**src/rtl/mem_arbiter.sv**
```systemverilog
// Arbitrates one multi-cycle memory between the I-fill, D-fill and write-through paths,
// sequencing 8-word block reads. Define MEM_ARB_RR_EN for round-robin between D and I fills.
module mem_arbiter #(
    parameter int ADDR_W = 16,
    parameter int DATA_W = 16,
    parameter int WORDS  = 8
) (
    input  logic              clk,
    input  logic              rst,
    input  logic              i_req,
    input  logic [ADDR_W-1:0] i_addr,
    output logic              i_grant,
    output logic              i_done,
    input  logic              d_req,
    input  logic [ADDR_W-1:0] d_addr,
    output logic              d_grant,
    output logic              d_done,
    input  logic              w_req,
    input  logic [ADDR_W-1:0] w_addr,
    input  logic [DATA_W-1:0] w_data,
    output logic              w_ack,
    output logic [DATA_W-1:0] fill_data,
    output logic [2:0]        fill_word,
    output logic              i_fill_valid,
    output logic              d_fill_valid,
    output logic [ADDR_W-1:0] mem_addr,
    output logic [DATA_W-1:0] mem_wdata,
    output logic              mem_en,
    output logic              mem_wr,
    input  logic [DATA_W-1:0] mem_rdata,
    input  logic              mem_rdata_valid
);

    typedef enum logic [1:0] {
        IDLE  = 2'd0,
        IFILL = 2'd1,
        DFILL = 2'd2,
        WRITE = 2'd3
    } state_t;

    localparam logic [ADDR_W-1:0] BLOCK_MASK = ~ADDR_W'(15);

    state_t            r_state, w_state_nxt;
    logic [3:0]        r_issue_cnt, w_issue_nxt;
    logic [3:0]        r_rx_cnt, w_rx_nxt;
    logic [ADDR_W-1:0] r_base, w_base_nxt;
    logic              r_i_done, r_d_done;
    logic              w_i_done_nxt, w_d_done_nxt;
    logic              w_pick_d;

`ifdef MEM_ARB_RR_EN
    // 0 = last fill served was I, 1 = D; the other type wins a tie.
    logic r_last_fill;

    always_ff @(posedge clk) begin
        if (rst) begin
            r_last_fill <= 1'b0;
        end else if (r_state == IDLE && !w_req && (d_req || i_req)) begin
            r_last_fill <= w_pick_d;
        end
    end

    assign w_pick_d = d_req && (!i_req || !r_last_fill);
`else
    assign w_pick_d = d_req;
`endif

    assign i_done = r_i_done;
    assign d_done = r_d_done;

    // NOTE: every output and next-state value gets a default first so no path infers a latch.
    always_comb begin
        w_state_nxt  = r_state;
        w_issue_nxt  = r_issue_cnt;
        w_rx_nxt     = r_rx_cnt;
        w_base_nxt   = r_base;
        w_i_done_nxt = 1'b0;
        w_d_done_nxt = 1'b0;
        i_grant      = 1'b0;
        d_grant      = 1'b0;
        w_ack        = 1'b0;
        mem_en       = 1'b0;
        mem_wr       = 1'b0;
        mem_addr     = '0;
        mem_wdata    = '0;
        fill_data    = '0;
        fill_word    = '0;
        i_fill_valid = 1'b0;
        d_fill_valid = 1'b0;

        case (r_state)
            IDLE: begin
                if (w_req) begin
                    w_state_nxt = WRITE;
                    w_base_nxt  = w_addr & BLOCK_MASK;
                end else if (w_pick_d) begin
                    w_state_nxt = DFILL;
                    w_base_nxt  = d_addr & BLOCK_MASK;
                end else if (i_req) begin
                    w_state_nxt = IFILL;
                    w_base_nxt  = i_addr & BLOCK_MASK;
                end
            end

            WRITE: begin
                mem_en      = 1'b1;
                mem_wr      = 1'b1;
                mem_addr    = w_addr;
                mem_wdata   = w_data;
                w_ack       = 1'b1;
                w_state_nxt = IDLE;
            end

            IFILL, DFILL: begin
                i_grant = (r_state == IFILL);
                d_grant = (r_state == DFILL);

                if (r_issue_cnt < 4'(WORDS)) begin
                    mem_en      = 1'b1;
                    mem_addr    = r_base + ADDR_W'({r_issue_cnt, 1'b0});
                    w_issue_nxt = r_issue_cnt + 4'd1;
                end

                // Returns arrive in issue order, so rx_cnt alone names the word.
                if (mem_rdata_valid) begin
                    fill_data    = mem_rdata;
                    fill_word    = r_rx_cnt[2:0];
                    i_fill_valid = (r_state == IFILL);
                    d_fill_valid = (r_state == DFILL);
                    w_rx_nxt     = r_rx_cnt + 4'd1;
                    if (r_rx_cnt == 4'(WORDS - 1)) begin
                        w_state_nxt  = IDLE;
                        w_issue_nxt  = 4'd0;
                        w_rx_nxt     = 4'd0;
                        w_i_done_nxt = (r_state == IFILL);
                        w_d_done_nxt = (r_state == DFILL);
                    end
                end
            end

            default: w_state_nxt = IDLE;
        endcase
    end

    // NOTE: state registers use non-blocking assignments so all flops update from the same pre-edge values.
    always_ff @(posedge clk) begin
        if (rst) begin
            r_state     <= IDLE;
            r_issue_cnt <= 4'd0;
            r_rx_cnt    <= 4'd0;
            r_base      <= '0;
            r_i_done    <= 1'b0;
            r_d_done    <= 1'b0;
        end else begin
            r_state     <= w_state_nxt;
            r_issue_cnt <= w_issue_nxt;
            r_rx_cnt    <= w_rx_nxt;
            r_base      <= w_base_nxt;
            r_i_done    <= w_i_done_nxt;
            r_d_done    <= w_d_done_nxt;
        end
    end

endmodule

```
**config.mk**
```make
export PLATFORM = sky130hd
export DESIGN_NAME = mem_arbiter
export DESIGN_NICKNAME = d
export VERILOG_FILES = /design/src/rtl/mem_arbiter.sv
export SDC_FILE = /design/constraint.sdc
export NUM_CORES = 1
export LEC_CHECK = 0
export BUFFER_PORTS_ARGS = -buffer_cell sky130_fd_sc_hd__clkbuf_2
export CAP_MARGIN = 20
export CORE_MARGIN = 4
export CORE_UTILIZATION = 39
export CTS_CLUSTER_SIZE = 20
export DETAILED_ROUTE_END_ITERATION = 10
export PLACE_DENSITY_LB_ADDON = 0.3
export SLEW_MARGIN = 20
export SYNTH_ARGS = -nofsm -noshare
export SYNTH_HDL_FRONTEND = slang
export SYNTH_SLANG_ARGS = --single-unit
```
**constraint.sdc**
```tcl
create_clock -name clk -period 1.78 [get_ports clk]
set_input_delay 0.089 -clock clk [delete_from_list [all_inputs] [get_ports clk]]
set_output_delay 0.089 -clock clk [all_outputs]
set_load 0.01 [all_outputs]
```
# Yosys cells after proc, flatten, opt, wreduce, memory -nomap -nowiden
# Index checks and enable logic that the tools add are counted.
# op_classes
add_sub_neg,3
n_lt_le_gt_ge,1
eq_ne,7
n_mux,29
bitwise,3
reduce_logical,7
# ops
operator,count
two-way mux 16 bit,7
one-hot mux 16 bit (2 select lines),1
adder 16 x 5 -> 16 bit,1
two-way mux 4 bit,4
two-way mux 2 bit,5
"adder 4 x 1 -> 4 bit, second input constant",2
two-way mux 1 bit,8
two-way mux 3 bit,2
one-hot mux 2 bit (3 select lines),1
"== test 2 bit, second input constant",2
"== test 4 x 3 -> 1 bit, second input constant",1
"< comparator 4 bit, second input constant",1
"inequality test 2 bit, second input constant",2
"inequality test 4 bit, second input constant",1
AND reduction 2 bit,2
OR reduction 4 bit,1
NOT 1 bit,3
AND reduction 3 bit,1
nonzero test 3 bit,1
"== test 2 x 1 -> 1 bit, second input constant",1
zero test 2 bit,1
one-hot mux 1 bit (2 select lines),1
OR reduction 2 bit,1
# totals
register_bits,28
in_bits,86
out_inout_bits,60
word_cells,56

# Depth between registers and ports, before layout
# logic_depth
depth_word,4
depth_mapped,8
ltp_nobuf,5

# Worst setup path before layout
# OpenSTA, ideal clock, no wires.
# synth_timing
kind,flip-flop to output port
startpoint,register r_state[0]
endpoint,output mem_addr[10]
t_arrival_ps,1490
required_ps,1691
slack_ps,201
stages_incl_launch_ff,9
n_path_buf,3
path_cell_list,dfxtp_1 > inv_1 > ha_1 > buf_4 > nor2b_1 > clkbuf_2 > buf_4 > a22oi_1 > nor2_1
# synth_between
elab_chain_len,3
elab_cells_between_ends,5
classes_between,3 x eq/ne; 1 x mux; 1 x reduce/logical
# synth_lines
element,line,rtl
start: declaration,43,"state_t r_state, w_state_nxt;"
start signal: assignment,155,r_state <= w_state_nxt;
== test 2 x 1 -> 1 bit / == test 2 bit (equally long branches),91,case (r_state)
OR reduction 2 bit,91,
one-hot mux 16 bit (2 select lines) *,91,
end: declaration,26,"output logic [ADDR_W-1:0] mem_addr,"
# Every way passes the cells marked *; elsewhere a longest branch is shown, timed or not.

# Worst setup path in the final report
# layout_timing
startpoint,register r_state[1]
endpoint,output mem_addr[5]
# Same word-level chain as after synthesis.

==> impl_results.md <==
* Routed wl met3 at 477 microns
* Root Driver: clkbuf_8
* Width of the chip at 75.0 microns
* First-pass GRT wire length at 8130 microns
* Clk buf depth at 2
* Relative slew slack at 43.8%
* Total Power at 3.13 mW
* TritonCTS clock tree: yes
* Status: finished, final reports clean
* Remaining Overflow, GRT at 0
* Multi-input logic area at 1170 sq um
* Max-cap violations at 0
* H-tree depth at 1
* RSZ-0062 raised after global routing: true
* Critical path peak fanout at 6
* Final Max Tran Viols at 0
* WL met2 at 2890 microns
* Tightest Pin Transition at 840 ps
* Post-synthesis cell count at 219
* Hold path cells at 4
* Area growth, synth to finish at 50.1%
* Core area at 4350 sq um
* Place WS at 54.4 ps
* Post-layout util at 60.3%
* Layout Cells excl Fill at 406
* Fill cell count at 402
* CTS Buf Count at 3
* Avg Inst Size Synth at 7.99 sq um
* Crit. End Element: output port
* R2r endpoint: r_rx_cnt[3]
* Initial DRT Pass Iterations at 4
* Min-delay worst type: input pin to register
* Synthesized Nets at 312
* Final period demand of the worst path at 1700 ps
* Total leakage power at 1.47 nW
* Worst path max stage delay at 370 ps
* DR vias at 2066
* Worst EP required at 1690 ps
* Yosys top cell by area: dfxtp_1
* Min Hold Slack at 145 ps
* FP Rows at 24
* Prevailing post-synth register cell: dfxtp_1
* Flops & latches, synth at 24
* Crit Path Class: register to output port
* Post-synth ARST share at 0%
* DP Cell Count at 394
* # port buffers at 137
* Post-route ant nets at 0
* Initial Util at 40.2%
* Critical-path top delay cell: dfxtp_4
* Skew final at 8.08 ps
* Register area at 488 sq um
* CTS Sinks at 24
* Final worst slack at 81.6 ps
* Nets at 448
* Placement Cell Area at 2450 sq um
* Worst-Skew Late Latency at 270 ps
* Post-synthesis sequential area ratio at 27.4%
* Initial drt markers at 68
* Worst R2R Setup Slack at 160 ps
* Total die area at 5620 sq um
* Worst Path Arrival at 1610 ps
* Final Setup Violations at 0
* Post-route cell area at 2630 sq um
* R2r startpoint: r_state[1]
* Mapped Area at 1750 sq um
* GPL Wtd Cong at 0.797
* Die H at 75.0 microns
* Synth top area cells: dfxtp_1, mux2i_1, and3_1
* Post-route setup TNS at 0 ps
* Total global-route track usage at 18.6%
* Initial antenna violation count at 0
* Final hold vios at 0
* Metal-1 WL at 2250 microns
* Layout cells sized above 1 at 48.0%
* Top routing layer in use: met4
* Antenna Cells at 0
* PD cells at 1190 nW/um^2
* Worst Hold End: r_base[15]
* Hold_sp: w_addr[15]
* Num ports at 146
* Final period util at 95.4%
* Post-CTS Hold Buffers at 0
* DRC viols at 0
* Crit path launch type: register
* EDFF count, synth at 0
* Wirelength, routed at 5690 microns
* R2R cell count at 7
* VDD IR-drop max at 0.538 mV
* Clock transition at path regs at 90 ps
* Vias in the first global route at 1761
* Largest net degree at the start of global routing at 32
* FMAX at 0.589 GHz
* Crit path cell chain: inv_4 > ha_4 > nor2b_4 > buf_6 > a22oi_1 > nor2_1 > clkbuf_2
* Share of the synthesized area in the top cell type at 27.4%
* DP HPWL at 4220 microns
* WL/cell at 14.0 microns
* Unique masters post-synth at 36
* Vias per cell at 5.09
* Syn. warnings at 0
worst max path at each step:
stage,from,endpoint,depth (start not counted)
finish,r_state[1],mem_addr[5],7
detailed placement,r_state[0],r_base[14],5
floorplan,r_state[0],mem_addr[10],8
global placement,r_state[0],r_base[14],5
CTS,r_state[1],mem_addr[2],7
global route,r_state[0],mem_addr[8],7
critical path: cells and delay by family (launching register included):
| family | cells | cell delay, ps |
|---|---|---|
| buffers and inverters | 3 | 340 |
| AOI/OAI and AO/OA | 1 | 70 |
| and+or+nand+nor | 2 | 290 |
| DFF | 1 | 370 |
| adders and majority gates | 1 | 260 |
synthesized netlist by cell type, types with 2 or more instances:
master,instances
inv_1,5
buf_6,2
nor2_1,21
xor2_1,3
a22oi_1,15
nand3_1,4
and2_1,18
buf_2,2
dfxtp_1,24
nor2b_1,2
a21oi_1,5
nand2b_1,2
and3_1,19
a22o_1,12
mux2i_1,12
o21ai_0,16
buf_4,5
nand2_1,16
clkbuf_1,11
ha_1,7
and4b_1,3
where the power goes:
group | leakage (nW) | total [mW] | internal (mW) | switching (mW)
registers | 0.198 | 0.776 | 0.673 | 0.103
clock network | 0.0288 | 0.380 | 0.198 | 0.182
logic | 1.24 | 1.97 | 0.932 | 1.04
metal layers:
metal / track usage (%) / vias to the layer above
met1: 22.7 / 931
li1: - / 1047
met5: 0 / -
met2: 34.0 / 82
met4: 5.14 / 0
met3: 2.27 / 6
layout by cell type, fill, tap and decap left out, types with 5 or more instances in the layout:
| cell | Yosys | final |
|---|---|---|
| dfxtp_1 | 24 | 22 |
| nand2_1 | 16 | 16 |
| clkbuf_2 | 1 | 131 |
| a21oi_1 | 5 | 5 |
| and3_1 | 19 | 19 |
| nor2_1 | 21 | 21 |
| mux2i_1 | 12 | 12 |
| ha_1 | 7 | 6 |
| and2_1 | 18 | 18 |
| a22oi_1 | 15 | 12 |
| buf_2 | 2 | 6 |
| buf_4 | 5 | 12 |
| a22o_1 | 12 | 12 |
| o21ai_0 | 16 | 16 |
final cells by class:
class / count / area share, %
inverter: 5 / 0.905
clock buffer: 4 / 2.10
timing repair buffer: 153 / 31.6
sequential: 24 / 18.6
tap: 52 / 2.48
multi-input combinational: 168 / 44.4
state kept, by name (all words and copies together), names as in the netlist:
signal / flops
i_done: 1
d_done: 1
r_base: 12
r_rx_cnt: 4
r_issue_cnt: 4
r_state: 2
kinds of logic (layout without fill, tap and decap cells):
kind of cell | after synthesis | in the layout | share of synthesized area, %
AO/OA/AOI/OAI | 55 | 55 | 22.8
XOR/XNOR | 3 | 3 | 1.50
adder cells (fa/ha/maj) | 7 | 7 | 5.00
buffers and inverters | 27 | 162 | 7.93
flip-flops | 24 | 24 | 27.4
multiplexers | 12 | 12 | 6.86
AND/OR/NAND/NOR | 91 | 91 | 28.4
repair_timing:
| action | CTS | global route |
|---|---|---|
| resized for setup | 9 | 16 |
| pin swaps | 1 | 4 |
| setup endpoints to repair | 34 | 16 |
| cloned | 1 | 0 |
| buffers inserted | 2 | 5 |
(Power assumes the default switching activity.)
